## src/rtl/dma_wdata_beat_gen_pkg.sv

```systemverilog
// Shared constants and types for the DMA write-data beat generator.
// Holds the B-response encoding, the FSM states and the descriptor record width.
package dma_wdata_beat_gen_pkg;

   localparam logic [1:0] AXI_BRESP_OKAY = 2'b00;

   typedef enum logic [0:0] {
      ST_IDLE = 1'b0,
      ST_BEAT = 1'b1
   } beat_state_t;

   // Packed descriptor layout is {len, wstrb, last}.
   function automatic int desc_width(input int bw_alen, input int bw_data);
      return bw_alen + bw_data / 8 + 1;
   endfunction

endpackage

```

## src/rtl/dma_wdata_beat_gen_if.sv

```systemverilog
// Descriptor, stream-in, AXI W and AXI B channels of the beat generator.
// The master side is the environment; the slave side is the beat generator.
interface dma_wdata_beat_gen_if #(
   parameter int BW_AXI_DATA = 32,
   parameter int BW_AXI_ALEN = 8
);
   logic                     desc_valid;
   logic                     desc_ready;
   logic [BW_AXI_ALEN-1:0]   desc_len;
   logic [BW_AXI_DATA/8-1:0] desc_wstrb;
   logic                     desc_last;
   logic                     din_valid;
   logic                     din_ready;
   logic [BW_AXI_DATA-1:0]   din_data;
   logic                     wvalid;
   logic                     wready;
   logic [BW_AXI_DATA-1:0]   wdata;
   logic [BW_AXI_DATA/8-1:0] wstrb;
   logic                     wlast;
   logic                     bvalid;
   logic                     bready;
   logic [1:0]               bresp;

   modport master (
      output desc_valid, desc_len, desc_wstrb, desc_last,
      output din_valid, din_data, wready, bvalid, bresp,
      input  desc_ready, din_ready, wvalid, wdata, wstrb, wlast, bready
   );

   modport slave (
      input  desc_valid, desc_len, desc_wstrb, desc_last,
      input  din_valid, din_data, wready, bvalid, bresp,
      output desc_ready, din_ready, wvalid, wdata, wstrb, wlast, bready
   );
endinterface

```

## src/rtl/dma_wdata_beat_gen_desc_fifo.sv

```systemverilog
// Synchronous descriptor FIFO with occupancy count; flushed by clear.
module dma_desc_fifo #(
   parameter int WIDTH = 13,
   parameter int DEPTH = 4,
   localparam int BW_PTR = $clog2(DEPTH),
   localparam int BW_CNT = BW_PTR + 1
) (
   input  logic              clk,
   input  logic              rstnn,
   input  logic              clear,
   input  logic              push,
   input  logic [WIDTH-1:0]  din,
   input  logic              pop,
   output logic [WIDTH-1:0]  dout,
   output logic              full,
   output logic              empty,
   output logic [BW_CNT-1:0] count
);
   localparam logic [BW_PTR-1:0] PTR_ONE  = BW_PTR'(1'b1);
   localparam logic [BW_CNT-1:0] CNT_ONE  = BW_CNT'(1'b1);
   localparam logic [BW_CNT-1:0] CNT_FULL = BW_CNT'(DEPTH);

   logic [WIDTH-1:0]  mem_r [DEPTH];
   logic [BW_PTR-1:0] wr_ptr_r;
   logic [BW_PTR-1:0] rd_ptr_r;
   logic [BW_CNT-1:0] count_r;
   logic              push_ok_s;
   logic              pop_ok_s;

   assign full      = (count_r == CNT_FULL);
   assign empty     = (count_r == {BW_CNT{1'b0}});
   assign count     = count_r;
   assign dout      = mem_r[rd_ptr_r];
   assign push_ok_s = push & ~full;
   assign pop_ok_s  = pop & ~empty;

   // Storage, pointers and occupancy
   always_ff @(posedge clk or negedge rstnn) begin
      if (!rstnn) begin
         wr_ptr_r <= {BW_PTR{1'b0}};
         rd_ptr_r <= {BW_PTR{1'b0}};
         count_r  <= {BW_CNT{1'b0}};
         for (int i = 0; i < DEPTH; i++) begin
            mem_r[i] <= {WIDTH{1'b0}};
         end
      end else if (clear) begin
         wr_ptr_r <= {BW_PTR{1'b0}};
         rd_ptr_r <= {BW_PTR{1'b0}};
         count_r  <= {BW_CNT{1'b0}};
      end else begin
         if (push_ok_s) begin
            mem_r[wr_ptr_r] <= din;
            wr_ptr_r        <= wr_ptr_r + PTR_ONE;
         end
         if (pop_ok_s) begin
            rd_ptr_r <= rd_ptr_r + PTR_ONE;
         end
         case ({push_ok_s, pop_ok_s})
            2'b10:   count_r <= count_r + CNT_ONE;
            2'b01:   count_r <= count_r - CNT_ONE;
            default: count_r <= count_r;
         endcase
      end
   end
endmodule

```

## src/rtl/dma_wdata_beat_gen.sv

```systemverilog
// AXI W-channel beat generator: replays queued burst descriptors over a data
// stream, inserts WLAST, and retires B responses into done/error status.
module dma_wdata_beat_gen
   import dma_wdata_beat_gen_pkg::*;
#(
   parameter int BW_AXI_DATA    = 32,
   parameter int BW_AXI_ALEN    = 8,
   parameter int DESC_DEPTH     = 4,
   parameter int BW_OUTSTANDING = 4
) (
   input  logic                  clk,
   input  logic                  rstnn,
   input  logic                  clear,
   dma_wdata_beat_gen_if.slave   bus,
   output logic                  busy,
   output logic                  done,
   output logic                  error
);
   localparam int BW_STRB = BW_AXI_DATA / 8;
   localparam int BW_DESC = desc_width(BW_AXI_ALEN, BW_AXI_DATA);
   localparam int BW_CNT  = $clog2(DESC_DEPTH) + 1;
   localparam int BW_SUM  = ((BW_OUTSTANDING > BW_CNT) ? BW_OUTSTANDING : BW_CNT) + 2;
   localparam logic [BW_OUTSTANDING-1:0] OUT_ONE  = BW_OUTSTANDING'(1'b1);
   localparam logic [BW_OUTSTANDING-1:0] OUT_ZERO = {BW_OUTSTANDING{1'b0}};
   localparam logic [BW_SUM-1:0]         OUT_MAX  = BW_SUM'((1 << BW_OUTSTANDING) - 1);
   localparam logic [BW_AXI_ALEN-1:0]    BEAT_ONE = BW_AXI_ALEN'(1'b1);

   beat_state_t               state_r, next_state_s;
   logic [BW_AXI_ALEN-1:0]    beat_cnt_r, cur_len_r;
   logic [BW_STRB-1:0]        cur_wstrb_r;
   logic                      cur_last_r;
   logic [BW_OUTSTANDING-1:0] outstanding_r;
   logic                      final_sent_r, done_r, error_r;

   logic                      fifo_push_s, fifo_full_s, fifo_empty_s, pop_s;
   logic [BW_DESC-1:0]        fifo_dout_s;
   logic [BW_CNT-1:0]         fifo_count_s;
   logic [BW_SUM-1:0]         inflight_s;
   logic                      wvalid_s, din_ready_s, wlast_s;
   logic                      w_hs_s, wlast_hs_s, b_hs_s, done_set_s;

   // Everything accepted but not yet acknowledged must fit the outstanding counter.
   assign inflight_s     = BW_SUM'(outstanding_r) + BW_SUM'(fifo_count_s)
                         + BW_SUM'(state_r == ST_BEAT);
   assign bus.desc_ready = ~fifo_full_s & (inflight_s < OUT_MAX);
   assign fifo_push_s    = bus.desc_valid & bus.desc_ready;

   dma_desc_fifo #(.WIDTH(BW_DESC), .DEPTH(DESC_DEPTH)) u_desc_fifo (
      .clk   (clk),
      .rstnn (rstnn),
      .clear (clear),
      .push  (fifo_push_s),
      .din   ({bus.desc_len, bus.desc_wstrb, bus.desc_last}),
      .pop   (pop_s),
      .dout  (fifo_dout_s),
      .full  (fifo_full_s),
      .empty (fifo_empty_s),
      .count (fifo_count_s)
   );

   // Next-state, descriptor pop and W-channel handshake outputs
   always_comb begin
      next_state_s = state_r;
      pop_s        = 1'b0;
      wvalid_s     = 1'b0;
      din_ready_s  = 1'b0;
      wlast_s      = 1'b0;
      case (state_r)
         ST_IDLE: begin
            if (!fifo_empty_s) begin
               pop_s        = 1'b1;
               next_state_s = ST_BEAT;
            end else begin
               next_state_s = ST_IDLE;
            end
         end
         ST_BEAT: begin
            wvalid_s    = bus.din_valid;
            din_ready_s = bus.wready;
            wlast_s     = bus.din_valid & (beat_cnt_r == cur_len_r);
            if (wvalid_s & bus.wready & wlast_s) begin
               if (!fifo_empty_s) begin
                  pop_s        = 1'b1;
                  next_state_s = ST_BEAT;
               end else begin
                  next_state_s = ST_IDLE;
               end
            end else begin
               next_state_s = ST_BEAT;
            end
         end
         default: next_state_s = ST_IDLE;
      endcase
   end

   assign w_hs_s     = wvalid_s & bus.wready;
   assign wlast_hs_s = w_hs_s & wlast_s;
   assign b_hs_s     = bus.bvalid & bus.bready;
   assign done_set_s = b_hs_s & (outstanding_r == OUT_ONE) & ~wlast_hs_s & final_sent_r;

   assign bus.wvalid    = wvalid_s;
   assign bus.din_ready = din_ready_s;
   assign bus.wlast     = wlast_s;
   assign bus.wdata     = bus.din_data;
   assign bus.wstrb     = cur_wstrb_r;
   assign bus.bready    = (outstanding_r != OUT_ZERO);
   assign busy          = (state_r == ST_BEAT) | ~fifo_empty_s | (outstanding_r != OUT_ZERO);
   assign done          = done_r;
   assign error         = error_r;

   // FSM state and the active burst's descriptor and beat counter
   always_ff @(posedge clk or negedge rstnn) begin
      if (!rstnn) begin
         state_r     <= ST_IDLE;
         beat_cnt_r  <= {BW_AXI_ALEN{1'b0}};
         cur_len_r   <= {BW_AXI_ALEN{1'b0}};
         cur_wstrb_r <= {BW_STRB{1'b0}};
         cur_last_r  <= 1'b0;
      end else if (clear) begin
         state_r    <= ST_IDLE;
         beat_cnt_r <= {BW_AXI_ALEN{1'b0}};
      end else begin
         state_r <= next_state_s;
         if (pop_s) begin
            cur_len_r   <= fifo_dout_s[BW_DESC-1 -: BW_AXI_ALEN];
            cur_wstrb_r <= fifo_dout_s[BW_STRB:1];
            cur_last_r  <= fifo_dout_s[0];
            beat_cnt_r  <= {BW_AXI_ALEN{1'b0}};
         end else if (w_hs_s) begin
            beat_cnt_r <= beat_cnt_r + BEAT_ONE;
         end
      end
   end

   // Bursts already issued on the bus keep being counted and drained across clear.
   always_ff @(posedge clk or negedge rstnn) begin
      if (!rstnn) begin
         outstanding_r <= OUT_ZERO;
      end else begin
         case ({wlast_hs_s, b_hs_s})
            2'b10:   outstanding_r <= outstanding_r + OUT_ONE;
            2'b01:   outstanding_r <= outstanding_r - OUT_ONE;
            default: outstanding_r <= outstanding_r;
         endcase
      end
   end

   // Completion and sticky error status
   always_ff @(posedge clk or negedge rstnn) begin
      if (!rstnn) begin
         final_sent_r <= 1'b0;
         done_r       <= 1'b0;
         error_r      <= 1'b0;
      end else if (clear) begin
         final_sent_r <= 1'b0;
         done_r       <= 1'b0;
         error_r      <= 1'b0;
      end else begin
         done_r <= done_set_s;
         if (done_set_s) begin
            final_sent_r <= 1'b0;
         end else if (wlast_hs_s & cur_last_r) begin
            final_sent_r <= 1'b1;
         end
         if (b_hs_s & (bus.bresp != AXI_BRESP_OKAY)) begin
            error_r <= 1'b1;
         end
      end
   end
endmodule
```

## src/flat_wrapper.sv

```systemverilog
// flat-port wrapper written by rule: the top's interface ports become plain ports
module dma_wdata_beat_gen_flat import dma_wdata_beat_gen_pkg::*;
#(
   parameter int BW_AXI_DATA    = 32,
   parameter int BW_AXI_ALEN    = 8,
   parameter int DESC_DEPTH     = 4,
   parameter int BW_OUTSTANDING = 4
)
  (clk, rstnn, clear, busy, done, error, bus_desc_valid, bus_desc_len, bus_desc_wstrb, bus_desc_last, bus_din_valid, bus_din_data, bus_wready, bus_bvalid, bus_bresp, bus_desc_ready, bus_din_ready, bus_wvalid, bus_wdata, bus_wstrb, bus_wlast, bus_bready);
  dma_wdata_beat_gen_if #(.BW_AXI_DATA(BW_AXI_DATA), .BW_AXI_ALEN(BW_AXI_ALEN)) bus_i ();
  input  logic clk;
  input  logic rstnn;
  input  logic clear;
  output logic busy;
  output logic done;
  output logic error;
  input wire logic [$bits(bus_i.desc_valid)-1:0] bus_desc_valid;
  input wire logic [$bits(bus_i.desc_len)-1:0] bus_desc_len;
  input wire logic [$bits(bus_i.desc_wstrb)-1:0] bus_desc_wstrb;
  input wire logic [$bits(bus_i.desc_last)-1:0] bus_desc_last;
  input wire logic [$bits(bus_i.din_valid)-1:0] bus_din_valid;
  input wire logic [$bits(bus_i.din_data)-1:0] bus_din_data;
  input wire logic [$bits(bus_i.wready)-1:0] bus_wready;
  input wire logic [$bits(bus_i.bvalid)-1:0] bus_bvalid;
  input wire logic [$bits(bus_i.bresp)-1:0] bus_bresp;
  output wire logic [$bits(bus_i.desc_ready)-1:0] bus_desc_ready;
  output wire logic [$bits(bus_i.din_ready)-1:0] bus_din_ready;
  output wire logic [$bits(bus_i.wvalid)-1:0] bus_wvalid;
  output wire logic [$bits(bus_i.wdata)-1:0] bus_wdata;
  output wire logic [$bits(bus_i.wstrb)-1:0] bus_wstrb;
  output wire logic [$bits(bus_i.wlast)-1:0] bus_wlast;
  output wire logic [$bits(bus_i.bready)-1:0] bus_bready;
  assign bus_i.desc_valid = bus_desc_valid;
  assign bus_i.desc_len = bus_desc_len;
  assign bus_i.desc_wstrb = bus_desc_wstrb;
  assign bus_i.desc_last = bus_desc_last;
  assign bus_i.din_valid = bus_din_valid;
  assign bus_i.din_data = bus_din_data;
  assign bus_i.wready = bus_wready;
  assign bus_i.bvalid = bus_bvalid;
  assign bus_i.bresp = bus_bresp;
  assign bus_desc_ready = bus_i.desc_ready;
  assign bus_din_ready = bus_i.din_ready;
  assign bus_wvalid = bus_i.wvalid;
  assign bus_wdata = bus_i.wdata;
  assign bus_wstrb = bus_i.wstrb;
  assign bus_wlast = bus_i.wlast;
  assign bus_bready = bus_i.bready;
  dma_wdata_beat_gen #(.BW_AXI_DATA(BW_AXI_DATA), .BW_AXI_ALEN(BW_AXI_ALEN), .DESC_DEPTH(DESC_DEPTH), .BW_OUTSTANDING(BW_OUTSTANDING)) u_core (.clk(clk), .rstnn(rstnn), .clear(clear), .bus(bus_i), .busy(busy), .done(done), .error(error));
endmodule
```

## config.mk

```make
export PLATFORM = sky130hd
export DESIGN_NAME = dma_wdata_beat_gen_flat
export DESIGN_NICKNAME = d
export VERILOG_FILES = /design/src/rtl/dma_wdata_beat_gen_pkg.sv /design/src/rtl/dma_wdata_beat_gen_if.sv /design/src/rtl/dma_wdata_beat_gen_desc_fifo.sv /design/src/rtl/dma_wdata_beat_gen.sv /design/src/flat_wrapper.sv
export SDC_FILE = /design/constraint.sdc
export NUM_CORES = 1
export LEC_CHECK = 0
export ABC_AREA = 1
export BUFFER_PORTS_ARGS = -buffer_cell sky130_fd_sc_hd__buf_2
export CORE_MARGIN = 1
export CORE_UTILIZATION = 36
export DETAILED_ROUTE_END_ITERATION = 6
export HOLD_SLACK_MARGIN = 0.03
export PLACE_DENSITY = 0.65
export SYNTH_ARGS = -nofsm -noshare
export SYNTH_HDL_FRONTEND = slang
export SYNTH_HIERARCHICAL = 1
export SYNTH_SLANG_ARGS = --single-unit
export TNS_END_PERCENT = 20
```

## constraint.sdc

```tcl
create_clock -name clk -period 2.78 [get_ports clk]
set_clock_uncertainty 0.1 [all_clocks]
set_input_delay 0.556 -clock clk [delete_from_list [all_inputs] [get_ports clk]]
set_output_delay 0.556 -clock clk [all_outputs]
set_load 0.03 [all_outputs]
```

==> metrics.txt <==
# TYPE chip_impl_metric gauge
chip_impl_metric{name="worstSkewPairLatency",unit="ns"} 0.34
chip_impl_metric{name="die_width",unit="um"} 119
chip_impl_metric{name="ys_warn_count",unit=""} 6
chip_impl_metric{name="static-leakage-power",unit="nW"} 2.73
chip_impl_metric{name="postSynthAreaPerCell",unit="sq um"} 8.46
chip_impl_metric{name="fraction_of_synthesis_flops_using_an_asynchronous_set_or_reset_pin",unit="%"} 100
chip_impl_metric{name="synth.distinct_cells",unit=""} 36
chip_impl_metric{name="worst-path-stages",unit=""} 9
chip_impl_metric{name="final_design_area_no_fill",unit="sq um"} 5660
chip_impl_metric{name="design.core.area",unit="sq um"} 13200
chip_impl_info{name="worstPathCellList",value="fa_2, inv_2, fa_2, nor3b_2, nand4_1, nand3_2, buf_6, inv_2, buf_6"} 1
chip_impl_metric{name="finish.net_count",unit=""} 665
chip_impl_metric{name="postSynthNetCount",unit=""} 646
chip_impl_info{name="top_count_cell_post_synth",value="sky130_fd_sc_hd__nand2_1"} 1
chip_impl_metric{name="place_inst",unit=""} 751
chip_impl_metric{name="syn_area",unit="sq um"} 4890
chip_impl_metric{name="sequential_cell_area",unit="sq um"} 2200
chip_impl_metric{name="maximum_number_of_pins_on_one_net_before_global_route_repair",unit=""} 49
chip_impl_metric{name="critical_path_peak_fanout",unit=""} 2
chip_impl_metric{name="clkTransAtPathRegs",unit="ns"} 0.07
chip_impl_metric{name="power.switching_fraction",unit="%"} 40.6
chip_impl_metric{name="area_share_of_the_largest_cell_type_after_synthesis",unit="%"} 45.0
chip_impl_metric{name="cp.required",unit="ns"} 2.12
chip_impl_metric{name="timing_hold_violations_final",unit=""} 0
chip_impl_info{name="tritoncts",value="done"} 1
chip_impl_metric{name="synthesis.instances",unit=""} 578
chip_impl_metric{name="firstDrtPassIters",unit=""} 5
chip_impl_metric{name="ys_seq_elements",unit=""} 88
chip_impl_info{name="cp_top_family",value="adder cells"} 1
chip_impl_metric{name="max-clock-path-buffers",unit=""} 2
chip_impl_metric{name="initial_utilization",unit="%"} 36.9
chip_impl_metric{name="grt_use_total",unit="%"} 15.3
chip_impl_metric{name="dieHeight",unit="um"} 119
chip_impl_metric{name="drtAntennaViolNets",unit=""} 0
chip_impl_metric{name="grt_overflow",unit=""} 0
chip_impl_metric{name="routed-via-count",unit=""} 3845
chip_impl_metric{name="globalplace.congestion",unit=""} 0.807
chip_impl_metric{name="seq_power_share",unit="%"} 34.1
chip_impl_metric{name="fraction_of_layout_instances_using_a_drive_strength_above_1",unit="%"} 23.6
chip_impl_info{name="post_synth_most_frequent_cells",value="sky130_fd_sc_hd__nand2_1 (132), sky130_fd_sc_hd__dfrtp_1 (88), sky130_fd_sc_hd__inv_1 (59)"} 1
chip_impl_info{name="cpMaxStageDelayCell",value="sky130_fd_sc_hd__fa_2"} 1
chip_impl_metric{name="share_of_synthesized_area_occupied_by_flip_flops_and_latches",unit="%"} 45.0
chip_impl_metric{name="multi_input_area",unit="sq um"} 2300
chip_impl_metric{name="wirelength",unit="mm"} 11.2
chip_impl_metric{name="min_period",unit="ns"} 2.94
chip_impl_metric{name="final-instance-count-excl-fill",unit=""} 777
chip_impl_metric{name="worst_pin_slew",unit="ns"} 0.759
chip_impl_metric{name="clock_sink_count",unit=""} 88
chip_impl_metric{name="power_frac_clock",unit="%"} 21.1
chip_impl_metric{name="final-max-slew-violation-count",unit=""} 0
chip_impl_metric{name="critPathArrivalTime",unit="ns"} 2.29
chip_impl_metric{name="numPortBuffers",unit=""} 33
chip_impl_metric{name="grt_pass1_vias",unit=""} 3651
chip_impl_metric{name="power_density",unit="nW/um^2"} 1050
chip_impl_metric{name="critPathBufInv",unit=""} 4
chip_impl_metric{name="design.die.area",unit="sq um"} 14100
chip_impl_metric{name="post-route-drc-count",unit=""} 0
chip_impl_metric{name="wl_per_cell",unit="um"} 14.4
chip_impl_metric{name="synth_enable_flop_cells",unit=""} 0
chip_impl_metric{name="drt_iter0_markers",unit=""} 320
chip_impl_metric{name="setup_viol_count_final",unit=""} 17
chip_impl_metric{name="power.net_switching",unit="mW"} 2.41
chip_impl_metric{name="dp_worst_setup_slack",unit="ns"} -0.0624
chip_impl_metric{name="timing.max_cap.violations",unit=""} 0
chip_impl_info{name="failing_checks",value="setup timing"} 1
chip_impl_metric{name="timing.reg2reg.worst_path_depth",unit=""} 16
chip_impl_metric{name="period_share",unit="%"} 106
chip_impl_metric{name="worst_slack",unit="ns"} -0.162
chip_impl_metric{name="postPlaceCellArea",unit="sq um"} 5030
chip_impl_info{name="rsz0062_at_grt",value="yes"} 1
chip_impl_metric{name="num_io_pins",unit=""} 98
chip_impl_info{name="clock-root-buffer",value="sky130_fd_sc_hd__clkbuf_16"} 1
chip_impl_info{name="run_status",value="complete, but fails checks"} 1
chip_impl_metric{name="initial_antenna_violation_count",unit=""} 0
chip_impl_metric{name="first_pass_grt_wire_length",unit="mm"} 17.2
chip_impl_metric{name="layout.core_utilization",unit="%"} 42.7
chip_impl_info{name="start_kind",value="flip-flop"} 1
chip_impl_info{name="path_class",value="reg -> out"} 1
chip_impl_metric{name="num_rows",unit=""} 42
chip_impl_metric{name="num_antenna_cells",unit=""} 0
chip_impl_metric{name="detail_route.vias_per_cell",unit=""} 4.95
chip_impl_metric{name="maxClockFrequency",unit="GHz"} 0.340
chip_impl_metric{name="totalNegativeSetupSlack",unit="ns"} -0.903
chip_impl_info{name="yosys_most_used_dff",value="sky130_fd_sc_hd__dfrtp_1"} 1
chip_impl_metric{name="area_growth_from_synthesis_to_final_layout",unit="%"} 15.7
chip_impl_info{name="worst_hold_path_type",value="in -> async"} 1
chip_impl_metric{name="power.share.combinational",unit="%"} 44.8
chip_impl_metric{name="place.detailed.hpwl",unit="mm"} 7.04
chip_impl_metric{name="tritoncts.num_buffers",unit=""} 9
chip_impl_info{name="cell_types_occupying_the_most_area_after_synthesis",value="sky130_fd_sc_hd__dfrtp_1 (45%), sky130_fd_sc_hd__nand2_1 (10%), sky130_fd_sc_hd__buf_4 (5.1%)"} 1
chip_impl_metric{name="ir_worst_vdd",unit="mV"} 0.429
chip_impl_metric{name="finalPower",unit="mW"} 5.92
chip_impl_metric{name="max-slew-margin-rel",unit="%"} 49.4
chip_impl_metric{name="fin_worst_hold_slack",unit="ns"} 0.124
chip_impl_metric{name="cts-htree-levels",unit=""} 3
chip_impl_metric{name="cts.hold.buffers_added",unit=""} 0
chip_impl_metric{name="power.internal",unit="mW"} 3.51
chip_impl_metric{name="crit_path_max_incr_delay",unit="ns"} 0.43
chip_impl_info{name="timing.critical_path.to_type",value="primary output"} 1
chip_impl_metric{name="final.fill_count",unit=""} 1301
chip_impl_info{name="synth_top_area_cell",value="sky130_fd_sc_hd__dfrtp_1"} 1
## registers in the layout, summed over array words and instances, names as in the netlist
name	flops
u_core/beat_cnt_r	8
u_core/outstanding_r	4
u_core/state_r	1
u_core/u_desc_fifo/mem_r	52
u_core/cur_len_r	8
u_core/u_desc_fifo/wr_ptr_r	2
u_core/u_desc_fifo/count	3
u_core/final_sent_r	1
u_core/error	1
u_core/cur_last_r	1
u_core/u_desc_fifo/rd_ptr_r	2
u_core/bus.wstrb	4
u_core/done	1
## power groups by stage
stage | Combinational, mW | Sequential (mW) | Clock, mW
finish | 2.65 | 2.02 | 1.25
detailed placement | 2.32 | 2.02 | 0
global placement | 2.22 | 1.99 | 0
CTS | 2.43 | 2.00 | 1.27
global route | 2.95 | 2.08 | 1.32
floorplan | 1.73 | 2.02 | 0
## placed cells by master (no fill, tap or decap), types with 4 or more instances in the layout
cell type and instances:
sky130_fd_sc_hd__nand2_8 9, sky130_fd_sc_hd__nor2_1 49, sky130_fd_sc_hd__o22ai_1 14, sky130_fd_sc_hd__buf_6 4, sky130_fd_sc_hd__nand4_1 18, sky130_fd_sc_hd__nand2_2 10, sky130_fd_sc_hd__o21ai_2 19, sky130_fd_sc_hd__a21oi_1 8
sky130_fd_sc_hd__xor2_1 10, sky130_fd_sc_hd__inv_2 6, sky130_fd_sc_hd__buf_4 16, sky130_fd_sc_hd__o21ai_0 35, sky130_fd_sc_hd__inv_1 56, sky130_fd_sc_hd__nand3_1 11, sky130_fd_sc_hd__clkbuf_16 9, sky130_fd_sc_hd__dfrtp_1 86
sky130_fd_sc_hd__nand2_1 119, sky130_fd_sc_hd__ha_1 10, sky130_fd_sc_hd__o21ai_1 34, sky130_fd_sc_hd__buf_2 31, sky130_fd_sc_hd__nand2_4 8
## cell type report
type | instances | share of cell area [%]
clock inverters | 4 | 0.951
repair buffers | 55 | 6.99
multi-input cells | 381 | 40.6
well taps | 176 | 3.89
inverters | 62 | 4.11
clock buffers | 11 | 4.47
flip-flops and latches | 88 | 39.0
## logic make-up after synthesis
group	share of synthesized area, %
and+or+nand+nor	22.1
DFF	45.0
adders and majority gates	4.04
buffers and inverters	12.8
xor gates and xnor gates	2.51
AOI/OAI and AO/OA	13.5
## metal layers
metal  global-route usage, %  wire length (um)
met3                    3.47               673
met5                       0                 0
met1                    19.6              5040
met4                    6.17               218
met2                    25.0              5280
## path summary, 6_finish.rpt
kind                                              from                      endpoint  slack, ns
max                        u_core/u_desc_fifo/count[0]                bus_desc_ready      -0.16
min                                              rstnn  u_core/u_desc_fifo/mem_r[41]       0.12
max reg2reg                u_core/u_desc_fifo/count[0]   u_core/u_desc_fifo/count[1]      -0.14
min reg2reg                        u_core/bus.wstrb[0]           u_core/bus.wstrb[0]       0.37
max in group asynchronous                        rstnn  u_core/u_desc_fifo/mem_r[36]       1.80
min in group clk                   u_core/bus.wstrb[0]           u_core/bus.wstrb[0]       0.37
## repair_timing
item / in CTS / in global routing
pin swaps: 5 / 11
endpoints found under the hold margin: 0 / 0
endpoints found under the setup margin: 3 / 55
setup buffers: 2 / 4
gates cloned: 0 / 5
gates resized for setup: 10 / 37
No activity file was read; power rests on OpenSTA's default activity.
